[src/rtl/axi_lite_slave_wr.sv]
// AXI-Lite style write-only slave: independent AW/W capture, one-cycle register
// write, held B response, and a debug read-back port into the register file.
module axi_lite_slave_wr #(
  parameter int unsigned NUM_REGS = 16
) (
  input  logic                        clk,
  input  logic                        reset,
  input  logic                        awvalid,
  input  logic [31:0]                 awaddr,
  output logic                        awready,
  input  logic                        wvalid,
  input  logic [31:0]                 wdata,
  output logic                        wready,
  output logic                        bvalid,
  output logic [1:0]                  bstatus,
  input  logic                        bready,
  input  logic [$clog2(NUM_REGS)-1:0] rd_idx,
  output logic [31:0]                 rd_data,
  output logic [15:0]                 wr_count
);

  localparam int unsigned IDX_W  = $clog2(NUM_REGS);
  localparam int unsigned ADDR_W = 32;
  localparam int unsigned DATA_W = 32;
  localparam int unsigned CNT_W  = 16;
  localparam logic [1:0]  RESP_OKAY   = 2'b00;
  localparam logic [1:0]  RESP_SLVERR = 2'b10;

  typedef enum logic [2:0] {
    IDLE,
    WAIT_W,
    WAIT_AW,
    WRITE,
    RESP
  } state_t;

  state_t state_q, state_n;

  logic [ADDR_W-1:0] awaddr_q;
  logic [DATA_W-1:0] wdata_q;
  logic [DATA_W-1:0] regs_q [NUM_REGS];

  logic aw_hs, w_hs, b_hs;
  logic aw_cap, w_cap;
  logic addr_err;
  logic wr_en;
  logic awready_n, wready_n, bvalid_n;
  logic [1:0] bstatus_n;

  assign aw_hs = awvalid & awready;
  assign w_hs  = wvalid & wready;
  assign b_hs  = bvalid & bready;

  // Misaligned or beyond the register file: any set bit above the index field.
  assign addr_err = (awaddr_q[1:0] != 2'b00) ||
                    (awaddr_q[ADDR_W-1:IDX_W+2] != '0);
  assign wr_en    = (state_q == WRITE) && !addr_err;

  // State register
  always_ff @(posedge clk) begin
    if (reset) state_q <= IDLE;
    else       state_q <= state_n;
  end

  // Next state, capture strobes and next values of the registered outputs
  always_comb begin
    state_n   = state_q;
    aw_cap    = 1'b0;
    w_cap     = 1'b0;
    bstatus_n = bstatus;
    case (state_q)
      IDLE: begin
        aw_cap = aw_hs;
        w_cap  = w_hs;
        if (aw_hs && w_hs) state_n = WRITE;
        else if (aw_hs)    state_n = WAIT_W;
        else if (w_hs)     state_n = WAIT_AW;
      end
      WAIT_W: begin
        w_cap = w_hs;
        if (w_hs) state_n = WRITE;
      end
      WAIT_AW: begin
        aw_cap = aw_hs;
        if (aw_hs) state_n = WRITE;
      end
      WRITE: begin
        bstatus_n = addr_err ? RESP_SLVERR : RESP_OKAY;
        state_n   = RESP;
      end
      RESP: begin
        if (b_hs) state_n = IDLE;
      end
      default: state_n = IDLE;
    endcase
    awready_n = (state_n == IDLE) || (state_n == WAIT_AW);
    wready_n  = (state_n == IDLE) || (state_n == WAIT_W);
    bvalid_n  = (state_n == RESP);
  end

  // Handshake outputs and captured address/data
  always_ff @(posedge clk) begin
    if (reset) begin
      awready  <= 1'b0;
      wready   <= 1'b0;
      bvalid   <= 1'b0;
      bstatus  <= RESP_OKAY;
      awaddr_q <= '0;
      wdata_q  <= '0;
    end else begin
      awready <= awready_n;
      wready  <= wready_n;
      bvalid  <= bvalid_n;
      bstatus <= bstatus_n;
      if (aw_cap) awaddr_q <= awaddr;
      if (w_cap)  wdata_q  <= wdata;
    end
  end

  // Register file and debug read-back
  always_ff @(posedge clk) begin
    if (reset) begin
      for (int i = 0; i < int'(NUM_REGS); i++) regs_q[i] <= '0;
      rd_data <= '0;
    end else begin
      if (wr_en) regs_q[awaddr_q[IDX_W+1:2]] <= wdata_q;
      rd_data <= regs_q[rd_idx];
    end
  end

  // Saturating count of accepted writes; only assigned when it moves
  always_ff @(posedge clk) begin
    if (reset) begin
      wr_count <= '0;
    end else if (wr_en && (wr_count != {CNT_W{1'b1}})) begin
      wr_count <= wr_count + CNT_W'(1);
    end
  end

endmodule

[config.mk]
export PLATFORM = sky130hd
export DESIGN_NAME = axi_lite_slave_wr
export DESIGN_NICKNAME = d
export VERILOG_FILES = /design/src/rtl/axi_lite_slave_wr.sv
export SDC_FILE = /design/constraint.sdc
export NUM_CORES = 1
export LEC_CHECK = 0
export CAP_MARGIN = 30
export CORE_ASPECT_RATIO = 0.9
export CORE_UTILIZATION = 60
export CTS_CLUSTER_DIAMETER = 200
export DETAILED_ROUTE_END_ITERATION = 8
export PLACE_DENSITY_LB_ADDON = 0.1
export SYNTH_ARGS = -nofsm -noshare
export SYNTH_HDL_FRONTEND = slang
export SYNTH_SLANG_ARGS = --single-unit
[constraint.sdc]
create_clock -name clk -period 3.1 [get_ports clk]
set_input_delay 0.62 -clock clk [delete_from_list [all_inputs] [get_ports clk]]
set_output_delay 0.62 -clock clk [all_outputs]
set_load 0.02 [all_outputs]
After elaboration in Yosys (flattened, before gate mapping) --
Memory sizes are Yosys's and may differ from the RTL's. A register that Yosys moved wholly into a read port is not among the register bits. Index checks and enable logic that the tools add are counted.
Cells by class: $add $sub $neg 1, equal/unequal tests 8, muxes and demuxes 18, bitwise gates (word level) 3, reductions and logical operators 14
Operators with widths (count):
- two-way mux 32 bit | 1
- OR reduction 32 bit | 1
- nonzero test 26 bit | 1
- two-way mux 3 bit | 6
- adder 16 x 1 -> 16 bit, second input constant | 1
- inequality test 16 bit, second input constant | 1
- one-hot mux 3 bit (5 select lines) | 1
- == test 3 x 2 -> 1 bit, second input constant | 3
- two-way mux 1 bit | 8
- == test 3 x 1 -> 1 bit, second input constant | 2
- == test 3 bit, second input constant | 2
- logical NOT 3 bit | 2
- two-way mux 4 bit | 1
- OR reduction 2 bit | 2
- bitwise AND 1 bit | 3
- logical AND 1 bit | 3
- logical OR 1 bit | 3
- two-way mux 2 bit | 1
- nonzero test 2 bit | 1
- logical NOT 1 bit | 1
Storage, ports and cells: flip-flop bits (word level) 88, RAM bits 512, input bits 73, output and inout bits 53, logic and storage cells 53, memories kept 1
Memories:
- regs_q | depth 16, bits a word 32, rd ports 1, clocked after Yosys merged registers in 1, wr ports 16, RTL line 41 | logic [DATA_W-1:0] regs_q [NUM_REGS];

Depth between registers and ports, before layout --
Gate-level depths: netlist (run 1).
word-level depth 9, depth in mapped cells 9, depth with buffers taken out 5

Least setup slack after synthesis (run 1) --
No wires, ideal clock.
path type reg-to-reg, from register state_q[2], to memory regs_q[11][0] (enable), arrival time 2.372 ns, data required time 2.709 ns, setup slack 0.338 ns, cell stages (with the launch flop) 9, buffers on the path 3, period minus slack after synthesis 2.762 ns, path through dfxtp_1 > buf_2 > and3b_2 > nand4_2 > or2_1 > buf_6 > buf_6 > nor3_2 > or2_1
RTL lines:
- from (decl) | RTL line 37 | state_t state_q, state_n;
- from (signal assigned) | RTL line 62 | else state_q <= state_n;
- to (decl) | RTL line 41

==> results.toml, run 1 <==
[status]
status = "complete, no violations"

[critical_path]
critPathArrivalTime_ns = 3.08
slowest_delay_ns = 0.64
required_ns = 3.40
cp_max_fo = 16
slowest_stage = "or2_2"
cp-end-kind = "flip-flop"
crit_type = "flip-flop to flip-flop"
start_kind = "flip-flop"
crit_family = "simple AND/OR/NAND/NOR gates"
critPathBufInv = 1
crit_top_cell = "or2_2"
cp_cell_sequence = "nor4_1, nand4_2, or2_2, nor4_4, or2_2, buf_4"

[placement]
port_buffers = 124
dp.cells = 2515
gp_congestion = 0.799
place_area_mm2 = 0.0295
dp_hpwl_um = 38900

[pwr]
p_sw_w = 0.00397
p_leak_nw = 11.5
internal_power_w = 0.0144
max-vdd-ir-drop_mv = 0.374
pwr_density_cell_mw_per_mm2 = 582
comb_power_share_pct = 6.9
clockPowerShare_pct = 40.6
p_sw_share_pct = 21.6
power_frac_seq_pct = 52.6

[yosys]
syn_inst = 1868
synth_edf_count = 512
yosys.cell_types.count = 49
synth_top_area_share_pct = 56.6
synth_top_cell_by_area = "edfxtp_1"
synthTopCellsByCount = "and2_1 (513), edfxtp_1 (512), nand2_1 (139)"
synthesis.nets = 1942
yosysWarnings = 0
ys_ff_latch = 631
syn-cell-area_mm2 = 0.0272
synth-seq-area-share_pct = 65.4
synth_most_common_cell = "and2_1"
synth_area_leaders = "edfxtp_1 (57%), and2_1 (12%), mux4_2 (11%), dfxtp_1 (8.8%), mux2i_1 (2.4%)"
avgSynthCellArea_um2 = 14.5
async_reset_ff_share_pct = 0
synthFlopType = "edfxtp_1"

[grt]
grt.overflow.total = 0
track_usage_pct = 28.9
grt_use_met3_pct = 4.53
met2_usage_pct = 46.6
grt_pass1_wl_um = 96800
use_met1_pct = 40.7
grt_max_degree = 65
antenna_found_initial = 0
grt_pass1_vias = 15700
busiest_layer = "met2"

[floorplan]
core-area_mm2 = 0.0444
num_io_pins = 126
rows = 73
design.die.area_mm2 = 0.0461
die_w_um = 226
die_height_um = 204
initial_core_util_pct = 61.2

[hold_path]
hold_class = "input pin to flip-flop"

[drt]
drt.antenna.violating_nets = 0
drc = 0
avgRoutedWirePerCell_um = 24.5
dr.pass1.iters = 5
vias = 15600
drt_iter0_drc = 1388
vias_per_cell = 5.93
routed_wl_um = 64300

[timing]
finalSetupViolations = 0
drv_slew = 0
finalCritPeriodShare_pct = 89.5
hold_viol = 0
rsz0062_at_grt = "no"
hold_ws_ns = 0.272
fin_crit_ns = 2.78
fin_skew_ns = 0.0140
fin_tns_setup_ns = 0
max_freq_ghz = 0.360
tightest_slew_ns = 1.00
slew-limit-headroom_pct = 33.2

[cells_and_area]
layout.cells.non_filler = 2629
nets = 2051
areaGrowthSynthToFinish_pct = 16.2
post-route-util_pct = 71.1
final_cell_area_mm2 = 0.0316
drive_gt1_share_pct = 16.8

[clock_tree]
clock_latency_ns = 0.62
cts_hold_buf = 0
tritoncts = "built"
numCtsBuffers = 60
post-cts-setup-buffers = 0
clock-sinks = 631
path_clk_slew_ns = 0.06
clockRootBuffer = "clkbuf_16"
cts_resized = 0
clock_path_buffers = 3
h-tree-depth = 2

[job]
cap_viol_max_count = 0
[area by class of cell]
class | count | area (um^2)
Sequential cell | 631 | 17800
Fill cell | 2956 | 12800
Multi-Input combinational cell | 1079 | 8850
Timing Repair Buffer | 201 | 2150
Clock buffer | 100 | 1880
Tap cell | 600 | 751
Clock inverter | 12 | 139
Inverter | 4 | 15.0
Antenna cell | 2 | 5.00
[final timing paths]
check                                   from            to  slack [ns]  depth (start not counted)
worst max register to register  awaddr_q[27]  regs_q[1][9]        0.32                          6
worst min-delay path                   reset   wdata_q[30]        0.27                          2
worst min register to register  awaddr_q[16]  awaddr_q[16]        0.46                          2
worst max-delay path            awaddr_q[27]  regs_q[1][9]        0.32                          6
[state kept, by name, summed over array words and instances, names as in the netlist]
register / flops
wready: 1
awaddr_q: 32
awready: 1
bstatus: 1
wr_count: 16
wdata_q: 32
rd_data: 32
state_q: 3
bvalid: 1
regs_q: 512
[cells in the final DEF (no fill, tap or decap), drive strengths merged, types with 13 or more instances in the layout]
cell type | Yosys | routed
clkdlybuf4s50 | 0 | 120
nor2 | 15 | 15
dfxtp | 119 | 119
and2 | 513 | 513
mux2i | 65 | 65
or2 | 18 | 18
nor4 | 13 | 13
buf | 49 | 80
clkbuf | 105 | 101
nand2 | 139 | 139
edfxtp | 512 | 512
o22ai | 32 | 32
a21oi | 75 | 75
mux4 | 128 | 128
nor3 | 21 | 21
[worst register-to-register path, cell delays in order (launching register included)]
cell and delay, ns:
dfxtp_1 0.32, nor4_1 0.38, nand4_2 0.23, or2_2 0.64, nor4_4 0.41, or2_2 0.21
buf_4 0.27
[stage by stage]
step | setup WS (ns) | power (W)
global route | 0.200 | 0.0189
global placement | 0.388 | 0.0111
floorplan | 0.338 | 0.0105
CTS | 0.352 | 0.0184
finish | 0.324 | 0.0184
detailed placement | 0.384 | 0.0111
[kinds of logic (layout without fill, tap and decap cells)]
group	Yosys count	in the layout	synth area share, %
AND/OR/NAND/NOR	755	755	16.3
flip-flops	631	631	65.4
multiplexers	196	196	13.1
buffers and inverters	158	317	2.46
AO/OA/AOI/OAI	125	125	2.66
adder cells (fa/ha/maj)	1	1	0.0461
other	1	3	0.0138
XOR/XNOR	1	1	0.0323
[per-layer routing]
| layer | vias up | routed length [um] |
|---|---|---|
| met1 | 7911 | 26800 |
| met5 | - | 0 |
| li1 | 7005 | - |
| met2 | 580 | 31200 |
| met4 | 0 | 1750 |
| met3 | 97 | 4530 |
[power by group through the flow]
stage / sequential (W) / combinational (W) / clock, W
finish: 0.00965 / 0.00126 / 0.00745
global route: 0.00968 / 0.00134 / 0.00784
CTS: 0.00965 / 0.00127 / 0.00753
detailed placement: 0.00982 / 0.00126 / 0
global placement: 0.00980 / 0.00125 / 0
floorplan: 0.00975 / 0.000704 / 0
Note: power is estimated with default switching activity, not from simulation.
==> inputs of run 2 (changes only) <==
--- a/config.mk
+++ b/config.mk
@@ -11,6 +11,8 @@
 export CTS_CLUSTER_DIAMETER = 200
 export DETAILED_ROUTE_END_ITERATION = 8
 export PLACE_DENSITY_LB_ADDON = 0.1
+export RECOVER_POWER = 50
+export SETUP_SLACK_MARGIN = 0.3
 export SYNTH_ARGS = -nofsm -noshare
 export SYNTH_HDL_FRONTEND = slang
 export SYNTH_SLANG_ARGS = --single-unit
==> constraint.sdc (replaced) <==
create_clock -name clk -period 3.1 [get_ports clk]
set_input_delay 0.93 -clock clk [delete_from_list [all_inputs] [get_ports clk]]
set_output_delay 0.93 -clock clk [all_outputs]
set_load 0.02 [all_outputs]
==> run 2 against run 1 <==
  * The run now ends with max-capacitance violations, max-slew violations left
  * Core utilization fell by 1.1 points
  * Clock skew fell by 0.0045 ns
  * Cell count fell by 0.57%
  * Sequential share of layout area rose by 0.87 points
  * Total power fell by 1.5%
  * Via count fell by 0.35%
  * Critical path type unchanged
  * Register-to-register slack got worse by 0.03 ns
  * Non-clock buffer count fell by 15
  * Clock-buffer cell count fell by 4
  * Sequential power barely moved
  * Global-route usage fell by 0.37 points
  * Clock power fell by 3%
  * Largest power group unchanged
==> results.toml, run 2 (synthesis results as in run 1) <==
[floorplan]
num_io_pins = 126
die_height_um = 204
core-area_mm2 = 0.0444
design.die.area_mm2 = 0.0461
rows = 73
die_w_um = 226
initial_core_util_pct = 61.2

[pwr]
max-vdd-ir-drop_mv = 0.403
pwr_density_cell_mw_per_mm2 = 582
finalPower_w = 0.0181
p_leak_nw = 11.3

[hold_path]
hold_class = "flip-flop to flip-flop"

[drt]
drt_iter0_drc = 1349
vias = 15500
drc = 0
drt.antenna.violating_nets = 0
avgRoutedWirePerCell_um = 24.3
dr.pass1.iters = 5
routed_wl_um = 63500
vias_per_cell = 5.94

[critical_path]
crit_type = "flip-flop to flip-flop"
critPathArrivalTime_ns = 3.29
endpoint = "regs_q[15][15]"
cp_max_fo = 32
reg2reg_slack_ns = 0.29
rr_worst_depth = 6
cp-end-kind = "flip-flop"
required_ns = 3.58
start_kind = "flip-flop"
reg2reg_to = "regs_q[15][15]"
critPathLaunch = "awaddr_q[14]"
r2r_start = "awaddr_q[14]"

[timing]
fin_tns_setup_ns = 0
finalCritPeriodShare_pct = 90.6
rsz0062_at_grt = "no"
tightest_slew_ns = 1.81
slew-limit-headroom_pct = -20.9
max_freq_ghz = 0.356
hold_viol = 0
finalSetupViolations = 0
fin_crit_ns = 2.81
drv_slew = 33
fin_skew_ns = 0.00958

[grt]
grt_use_met3_pct = 4.69
grt_pass1_wl_um = 96400
busiest_layer = "met2"
antenna_found_initial = 2
use_met1_pct = 39.5
met2_usage_pct = 47.1
grt_max_degree = 65
grt.overflow.total = 0
grt_pass1_vias = 16000
track_usage_pct = 28.6

[clock_tree]
clockRootBuffer = "clkbuf_16"
tritoncts = "built"
numCtsBuffers = 60
clock-sinks = 631
clock_path_buffers = 3
path_clk_slew_ns = 0.06
clock_latency_ns = 0.62
post-cts-setup-buffers = 0
h-tree-depth = 2

[status]
status = "finished, violations left"
violations = "max-capacitance violations, max-slew violations"

[placement]
port_buffers = 124
gp_congestion = 0.806
dp.cells = 2499
dp_hpwl_um = 36800

[cells_and_area]
drive_gt1_share_pct = 15.4
mostFrequentLayoutCells = "edfxtp_1 (512), and2_1 (482), nand2_1 (139)"
largest_reg_flops = 512
layout.cells.non_filler = 2614
nets = 2036
areaGrowthSynthToFinish_pct = 14.4
antenna_cells = 0
registers.top_by_ff_count = "regs_q"
final_common_cell = "edfxtp_1"

[job]
cap_viol_max_count = 1
run 2: what timing repair did:
action | 4_1_cts | 5_1_grt
gates cloned | 0 | 0
setup endpoints to repair | 79 | 26
hold buffers | 0 | 0
resized for setup | 1 | 1
run 2: final cells by class:
type                            count  area, um^2
Sequential cell                   631       17800
Fill cell                        3007       13300
Multi-Input combinational cell   1079        8750
Timing Repair Buffer              186        1850
Clock buffer                       96        1800
Tap cell                          600         751
Clock inverter                     18         150
Inverter                            4        15.0
run 2: power by group:
part           total, W  switching, W  internal, W
clock network   0.00726       0.00312      0.00414
logic           0.00118      0.000655     0.000526
registers       0.00964      0.000203      0.00944
run 2: worst max-delay path, stage by stage (launching register included):
cell      delay [ns]
dfxtp_1         0.31
nor4_1          0.40
nand4_1         0.27
or2_4           0.42
nor3_1          0.29
clkbuf_2        0.69
and2_1          0.24
run 2: stage by stage:
| step | worst slack [ns] | hold WS [ns] | utilization, % | area [um^2] |
|---|---|---|---|---|
| 2_1_floorplan | 0.308 | 0.436 | - | 27200 |
| 4_1_cts | 0.391 | 0.458 | 70.6 | 31300 |
| 5_1_grt | 0.186 | 0.485 | 70.0 | 31100 |
| 3_5_place_dp | 0.271 | 0.449 | 66.2 | 29400 |
| 6_report | 0.292 | 0.458 | 70.0 | 31100 |
| 3_3_place_gp | 0.304 | 0.445 | 66.2 | 29400 |
run 2: how the worst min path moves through the flow:
stage / startpoint / depth (start not counted) / slack (ns) / end
after global placement: awaddr_q[30] / 2 / 0.45 / awaddr_q[30]
after CTS: awaddr_q[28] / 2 / 0.46 / awaddr_q[28]
after global routing: awaddr_q[6] / 2 / 0.48 / awaddr_q[6]
after detailed placement: awaddr_q[28] / 2 / 0.45 / awaddr_q[28]
final: awaddr_q[22] / 2 / 0.46 / awaddr_q[22]
after floorplan: awaddr_q[10] / 2 / 0.44 / awaddr_q[10]
run 2: routing by layer:
layer	part of all wire [%]	routed length, um
met1	41	26100
met2	50	31700
met3	6.7	4290
met4	2.2	1420
met5	0	0
